[src/rtl/if_instr_fifo.sv]
// if_instr_fifo: instruction fetch buffer between the I-cache response path
// and the IF/ID pipeline register. Entries are {instr, PC, exception bundle}
// held in a DEPTH-entry circular buffer; the head entry is presented
// combinationally and popped whenever ID_Reg loads it (ID_Wr with IF_Valid).
// Optional feature macro: IF_FIFO_BYPASS_EN -- when the buffer is empty the
// incoming fetch word is shown on the head outputs in the same cycle, and is
// consumed directly (never written) if ID_Wr is high in that cycle.
module if_instr_fifo #(
   parameter int DEPTH = 4,
   parameter int EXC_W = 32
) (
   input  logic                     clk,
   input  logic                     rst,
   input  logic                     IF_Flush,
   input  logic                     ID_Wr,
   input  logic                     Fetch_Valid,
   output logic                     Fetch_Ready,
   input  logic [31:0]              Fetch_Instr,
   input  logic [31:0]              Fetch_PC,
   input  logic [EXC_W-1:0]         Fetch_ExceptType,
   output logic                     IF_Valid,
   output logic [31:0]              IF_Instr,
   output logic [31:0]              IF_PC,
   output logic [EXC_W-1:0]         IF_ExceptType,
   output logic [$clog2(DEPTH):0]   IF_Count
);

   localparam int PTR_W = $clog2(DEPTH);
   localparam int CNT_W = PTR_W + 1;
   localparam logic [CNT_W-1:0] FULL_CNT = CNT_W'(DEPTH);

   logic [31:0]       instr_mem_r [DEPTH];
   logic [31:0]       pc_mem_r    [DEPTH];
   logic [EXC_W-1:0]  exc_mem_r   [DEPTH];

   logic [PTR_W-1:0]  rd_ptr_r;
   logic [PTR_W-1:0]  wr_ptr_r;
   logic [CNT_W-1:0]  count_r;

   logic              empty_s;
   logic              full_s;
   logic              push_s;
   logic              bypass_s;
   logic              wr_en_s;
   logic              rd_en_s;

   assign empty_s = (count_r == {CNT_W{1'b0}});
   assign full_s  = (count_r == FULL_CNT);

   // Ready depends on registered occupancy only; it never anticipates a pop.
   assign Fetch_Ready = !full_s;
   assign push_s      = Fetch_Valid && !full_s;

`ifdef IF_FIFO_BYPASS_EN
   // Empty buffer forwards the live fetch word unless a flush/reset is active.
   assign bypass_s = empty_s && Fetch_Valid && !IF_Flush && !rst;
`else
   assign bypass_s = 1'b0;
`endif

   // A bypassed word taken by ID in the same cycle never enters storage.
   assign wr_en_s = push_s && !(bypass_s && ID_Wr);
   // Pops only come from stored entries; an empty pop is a bubble.
   assign rd_en_s = ID_Wr && !empty_s;

   // Entry storage: written at wr_ptr, never cleared (pointers define validity).
   always_ff @(posedge clk) begin
      if (wr_en_s) begin
         instr_mem_r[wr_ptr_r] <= Fetch_Instr;
         pc_mem_r[wr_ptr_r]    <= Fetch_PC;
         exc_mem_r[wr_ptr_r]   <= Fetch_ExceptType;
      end
   end

   // Pointer and occupancy state with reset over flush over push/pop.
   always_ff @(posedge clk) begin
      if (rst) begin
         rd_ptr_r <= {PTR_W{1'b0}};
         wr_ptr_r <= {PTR_W{1'b0}};
         count_r  <= {CNT_W{1'b0}};
      end else if (IF_Flush) begin
         rd_ptr_r <= {PTR_W{1'b0}};
         wr_ptr_r <= {PTR_W{1'b0}};
         count_r  <= {CNT_W{1'b0}};
      end else begin
         if (wr_en_s) begin
            wr_ptr_r <= wr_ptr_r + PTR_W'(1);
         end
         if (rd_en_s) begin
            rd_ptr_r <= rd_ptr_r + PTR_W'(1);
         end
         count_r <= count_r + CNT_W'(wr_en_s) - CNT_W'(rd_en_s);
      end
   end

   // Head outputs: stored head, else bypassed fetch word, else an all-zero NOP.
   always_comb begin
      IF_Valid      = 1'b0;
      IF_Instr      = 32'h0000_0000;
      IF_PC         = 32'h0000_0000;
      IF_ExceptType = {EXC_W{1'b0}};
      if (!empty_s) begin
         IF_Valid      = 1'b1;
         IF_Instr      = instr_mem_r[rd_ptr_r];
         IF_PC         = pc_mem_r[rd_ptr_r];
         IF_ExceptType = exc_mem_r[rd_ptr_r];
      end else if (bypass_s) begin
         IF_Valid      = 1'b1;
         IF_Instr      = Fetch_Instr;
         IF_PC         = Fetch_PC;
         IF_ExceptType = Fetch_ExceptType;
      end else begin
         IF_Valid      = 1'b0;
         IF_Instr      = 32'h0000_0000;
         IF_PC         = 32'h0000_0000;
         IF_ExceptType = {EXC_W{1'b0}};
      end
   end

   assign IF_Count = count_r;

endmodule

[config.mk]
export PLATFORM = sky130hd
export DESIGN_NAME = if_instr_fifo
export DESIGN_NICKNAME = d
export VERILOG_FILES = /design/src/rtl/if_instr_fifo.sv
export SDC_FILE = /design/constraint.sdc
export NUM_CORES = 1
export LEC_CHECK = 0
export ABC_AREA = 1
export BUFFER_PORTS_ARGS = -buffer_cell sky130_fd_sc_hd__buf_2
export CAP_MARGIN = 20
export CORE_MARGIN = 2
export CORE_UTILIZATION = 58
export DETAILED_ROUTE_END_ITERATION = 6
export GPL_ROUTABILITY_DRIVEN = 0
export PLACE_DENSITY = 0.91
export SLEW_MARGIN = 10
export SYNTH_ARGS = -nofsm -noshare
export SYNTH_HDL_FRONTEND = slang
export SYNTH_SLANG_ARGS = --single-unit
[constraint.sdc]
create_clock -name clk -period 7.6 [get_ports clk]
set_input_delay 2.28 -clock clk [delete_from_list [all_inputs] [get_ports clk]]
set_output_delay 2.28 -clock clk [all_outputs]
set_load 0.03 [all_outputs]
# Word-level counts from Yosys, hierarchy flattened
# Memory sizes are Yosys's and may differ from the RTL's. A register that Yosys moved wholly into a read port is not among the register bits.
# Cells that the tools add are included.
# op_classes
addsub	4
n_eq_ne	1
div_mod_pow	0
n_reduce_logical	6
bitwise	0
n_shift	0
magnitude_cmp	0
mul	0
muxes	12
# op_table
op	n
$mux 32	3
$mux 2	6
$add 2x1->2 const B	2
$add 3x1->3	1
$eq 3x3->1 const B	1
$logic_not 3->1	1
$mux 1	3
$sub 3x1->3	1
$logic_and 1x1->1	2
$logic_not 1->1	2
$reduce_or 2->1	1
# word_totals
in_bits	101
ram_bits	384
memories	3
out_inout_bits	101
romBits	0
ff_bits	7
wordCells	29
latchBits	0
# mem_list
name	words	width	read_ports	rd_ports_with_merged_regs	wr	line	text
exc_mem_r	4	32	1	1	1	34	logic [EXC_W-1:0] exc_mem_r [DEPTH];
instr_mem_r	4	32	1	1	1	32	logic [31:0] instr_mem_r [DEPTH];
pc_mem_r	4	32	1	1	1	33	logic [31:0] pc_mem_r [DEPTH];

# Logic depth before layout (Yosys ltp)
# depth
ltp_word	5
depth_mapped	12
mapped_depth_nobuf	11

# Worst setup path before layout
# No wires, ideal clock.
# synth_timing
path_kind	input -> register
startpoint	input port Fetch_Valid
endpoint	memory exc_mem_r[0][0], enable pin
required_time_ns	7.048
arrival_time_ns	6.416
stages	2
path_slack_ns	0.632
path_cell_list	nand2_1 nor2_1
# synth_via
elab_chain_len	3
# synth_rtl
element	line	text
from (decl)	16	input logic Fetch_Valid,
$logic_and 1x1->1	52	assign push_s = Fetch_Valid && !full_s;
$mux 1	68	if (wr_en_s) begin
$mux 1 (implied by the code)	71	exc_mem_r[wr_ptr_r] <= Fetch_ExceptType;
to (decl)	34	
# No other way between the ends.

==> flow_summary.toml <==
[timing]
fin_skew_ns = 0.0113
final_max_slew_viol_count = 0
min_period_over_period_pct = 74.3
finalHoldWorstSlack_ns = 0.492
max_transition_margin_pct = 29.7
rsz0062_at_grt = "false"
finalSetupViolCount = 0
fin_crit_ns = 5.64
timing_worst_slew_pin_value_ns = 1.06
timing.final.hold_violations = 0
final.setup.tns_ns = 0
maxClockFrequency_ghz = 0.177

[die]
placementRows = 62
starting_density_of_the_core_pct = 58.6
floorplan.die.height_um = 174
die_area_um2 = 30200
top_level_ports = 202
die_x_um = 174
core-area_um2 = 28500

[clocking]
cts_inserted_buffers = 39
cts_num_sinks = 393
ctsResizeCount = 0
cts_setup_buffers = 0
ctsHtreeMaxLevel = 2
tritoncts_clock_tree = "built"
clock_tree.root_cell = "clkbuf_16"
hold_buffers = 0
clk_pin_slew_ns = 0.05
cts-root-to-sink-buffers = 3
clk-insertion-delay-late_ns = 0.52

[synth]
ys_seq_elements = 393
syn-cell-area_um2 = 16700
syn-mean-instance-area_um2 = 10.6
synth_top_cell_by_area = "edfxtp_1"
ys.warnings.count = 0
synth_cell_type_count = 17
post-synth-top-area-fraction_pct = 69.0
ys_seq_area_share_pct = 70.0
syn_nets = 1691
synth.top_cells.by_area = "edfxtp_1 69%, inv_1 9.0%, nand2_1 8.9%, nand3_1 5.8%, a21oi_1 3.0%"
synthesized_instance_count = 1583

[global_routing]
gr-usage-all-layers_pct = 24.8
global_route_wire_length_before_repair_um = 58800
first_global_vias = 11758
antenna_violations_before_repair = 9
grt_overflow_total = 0
grt_max_degree = 107

[routing]
drt-wirelength-per-cell_um = 17.2
drc = 0
initialDrtViolationCount = 1318
drt.antenna.violating_nets = 0
number_of_detailed_routing_iterations_run_before_antenna_repair = 5
vias_per_cell = 5.29
route.final.wire_length_um = 37600
total_vias_in_the_final_route = 11533

[finish]
synthToLayoutAreaGrowth_pct = 14.8
filler_cell_count = 1995
design.final.nets = 1874
drive_above_1_share_pct = 15.3

[min_path]
hold_path_startpoint = "rd_ptr_r[0]"
hold-path-cell-count = 2
worstHoldEndpoint = "rd_ptr_r[0]"
hp-class = "reg -> reg"

[setup_path]
rr_worst_depth = 11
r2r_slack_ns = 4.50
cpMaxStageDelayCell = "buf_4"
crit_path_end_kind = "output pin"
critical_path.most_common_cell = "buf_4"
slowest_delay_ns = 0.91
timing.setup.critical_path_class = "reg -> out"
critPathLaunchType = "register"
timing.critical_path.fanout_max = 98
crit_required_ns = 5.32
timing.critical_path.depth = 6
reg2reg_launch_point = "IF_Count[1]"
worstPathBufferInverterCount = 3
worst-endpoint-arrival_ns = 3.36
regToRegEndpoint = "IF_Count[2]"
path_delay_family = "buffers and inverters"
crit_chain = "buf_4, buf_4, nand2_1, nand3_1, a21oi_1, buf_2"

[power]
power.total_mw = 4.75
power.leakage_nw = 8.74
irDropWorstVdd_uv = 215
power_density_nw_per_um2 = 247

[placement]
sum_of_net_half_perimeters_after_detailed_placement_um = 21600
placement.io_buffers = 201

[run]
drv_cap = 0

[run_status]
run_status = "finished clean"
[state kept, by name (all words and copies together) (netlist names), named ones only]
| signal | count |
|---|---|
| IF_Count | 3 |
| exc_mem_r | 128 |
| instr_mem_r | 128 |
| pc_mem_r | 128 |
| rd_ptr_r | 2 |
| wr_ptr_r | 2 |
[worst reg2reg max path, delay by kind of cell (launching register included)]
family                     cells  cell delay, ns
AOI/OAI and AO/OA              1            0.19
and+or+nand+nor                4            0.63
adders and majority gates      3            0.82
buffers and inverters          3            0.93
DFF                            1            0.43
[layout by cell type (no fill, tap or decap)]
cell       Yosys  routed
nand2_1      395     395
dfxtp_1        9       7
a21oi_1      100     100
bufinv_16      0       2
clkbuf_16      0      41
dfxtp_4        0       2
ha_1           6       6
clkbuf_8       0       1
nor2_4         0       4
clkinv_2       0       6
diode_2        0       3
inv_1        399     399
nand3_1      195     195
buf_4          9      14
a21boi_0       1       1
nand2_2        1       1
buf_2         53     201
inv_6          0       2
clkinv_1       0       9
edfxtp_1     384     384
nor2_1        15      11
fa_1           1       1
clkbuf_1       8      11
o21ai_0        1       1
[area by class of cell]
cell class	count	area, um2	area share, %
diodes	3	7.51	0.0391
clock buffers	53	1080	5.63
clock inverters	16	123	0.639
inverters	402	1520	7.90
multi-input cells	715	3160	16.5
flip-flops and latches	393	11700	61.0
well taps	384	480	2.50
repair buffers	215	1110	5.79
[cells by family (layout without fill, tap and decap cells)]
family	count (synthesis)	in the layout	share of synthesized area [%]
adders and majority gates	7	7	0.569
other	0	3	0
DFF	393	393	70.0
AOI/OAI and AO/OA	102	102	3.07
and+or+nand+nor	606	606	15.1
buffers and inverters	475	686	11.3
[metal layers]
| layer | GRT usage, % | routed length, um |
|---|---|---|
| met5 | 0 | 63 |
| met4 | 9.35 | 1020 |
| met3 | 6.12 | 3360 |
| met2 | 42.1 | 18600 |
| met1 | 31.0 | 14600 |
[synthesized netlist by cell type (all sizes together)]
library cell  number
edfxtp           384
a21boi             1
nor2              15
ha                 6
inv              402
nand3            195
a21oi            100
dfxtp              9
nand2            396
buf               65
o21ai              1
clkbuf             8
fa                 1
[stage by stage]
stage	setup slack (ns)	cells	cell area, um2	utilization, %
floorplan	0.632	1583	16700	-
global placement	2.61	2109	18000	63.0
detailed placement	2.54	2109	18000	63.0
CTS	2.00	2178	19200	67.2
global route	1.77	2179	19200	67.2
finish	1.96	2181	19200	67.2
[where the power goes]
part | leakage [nW] | switching [mW] | internal [mW]
registers | 3.60 | 0.0178 | 2.45
logic | 4.56 | 0.339 | 0.113
clock network | 0.588 | 0.763 | 1.06
total | 8.74 | 1.12 | 3.63
[worst max-delay path by stage]
stage | start | to
after floorplan | Fetch_Valid | exc_mem_r[0][0]
after global placement | register | IF_Instr[4]
after detailed placement | register | IF_ExceptType[4]
after CTS | register | IF_ExceptType[4]
after global routing | register | IF_ExceptType[4]
final | register | IF_ExceptType[4]
Power figures use the tool's default switching activity.
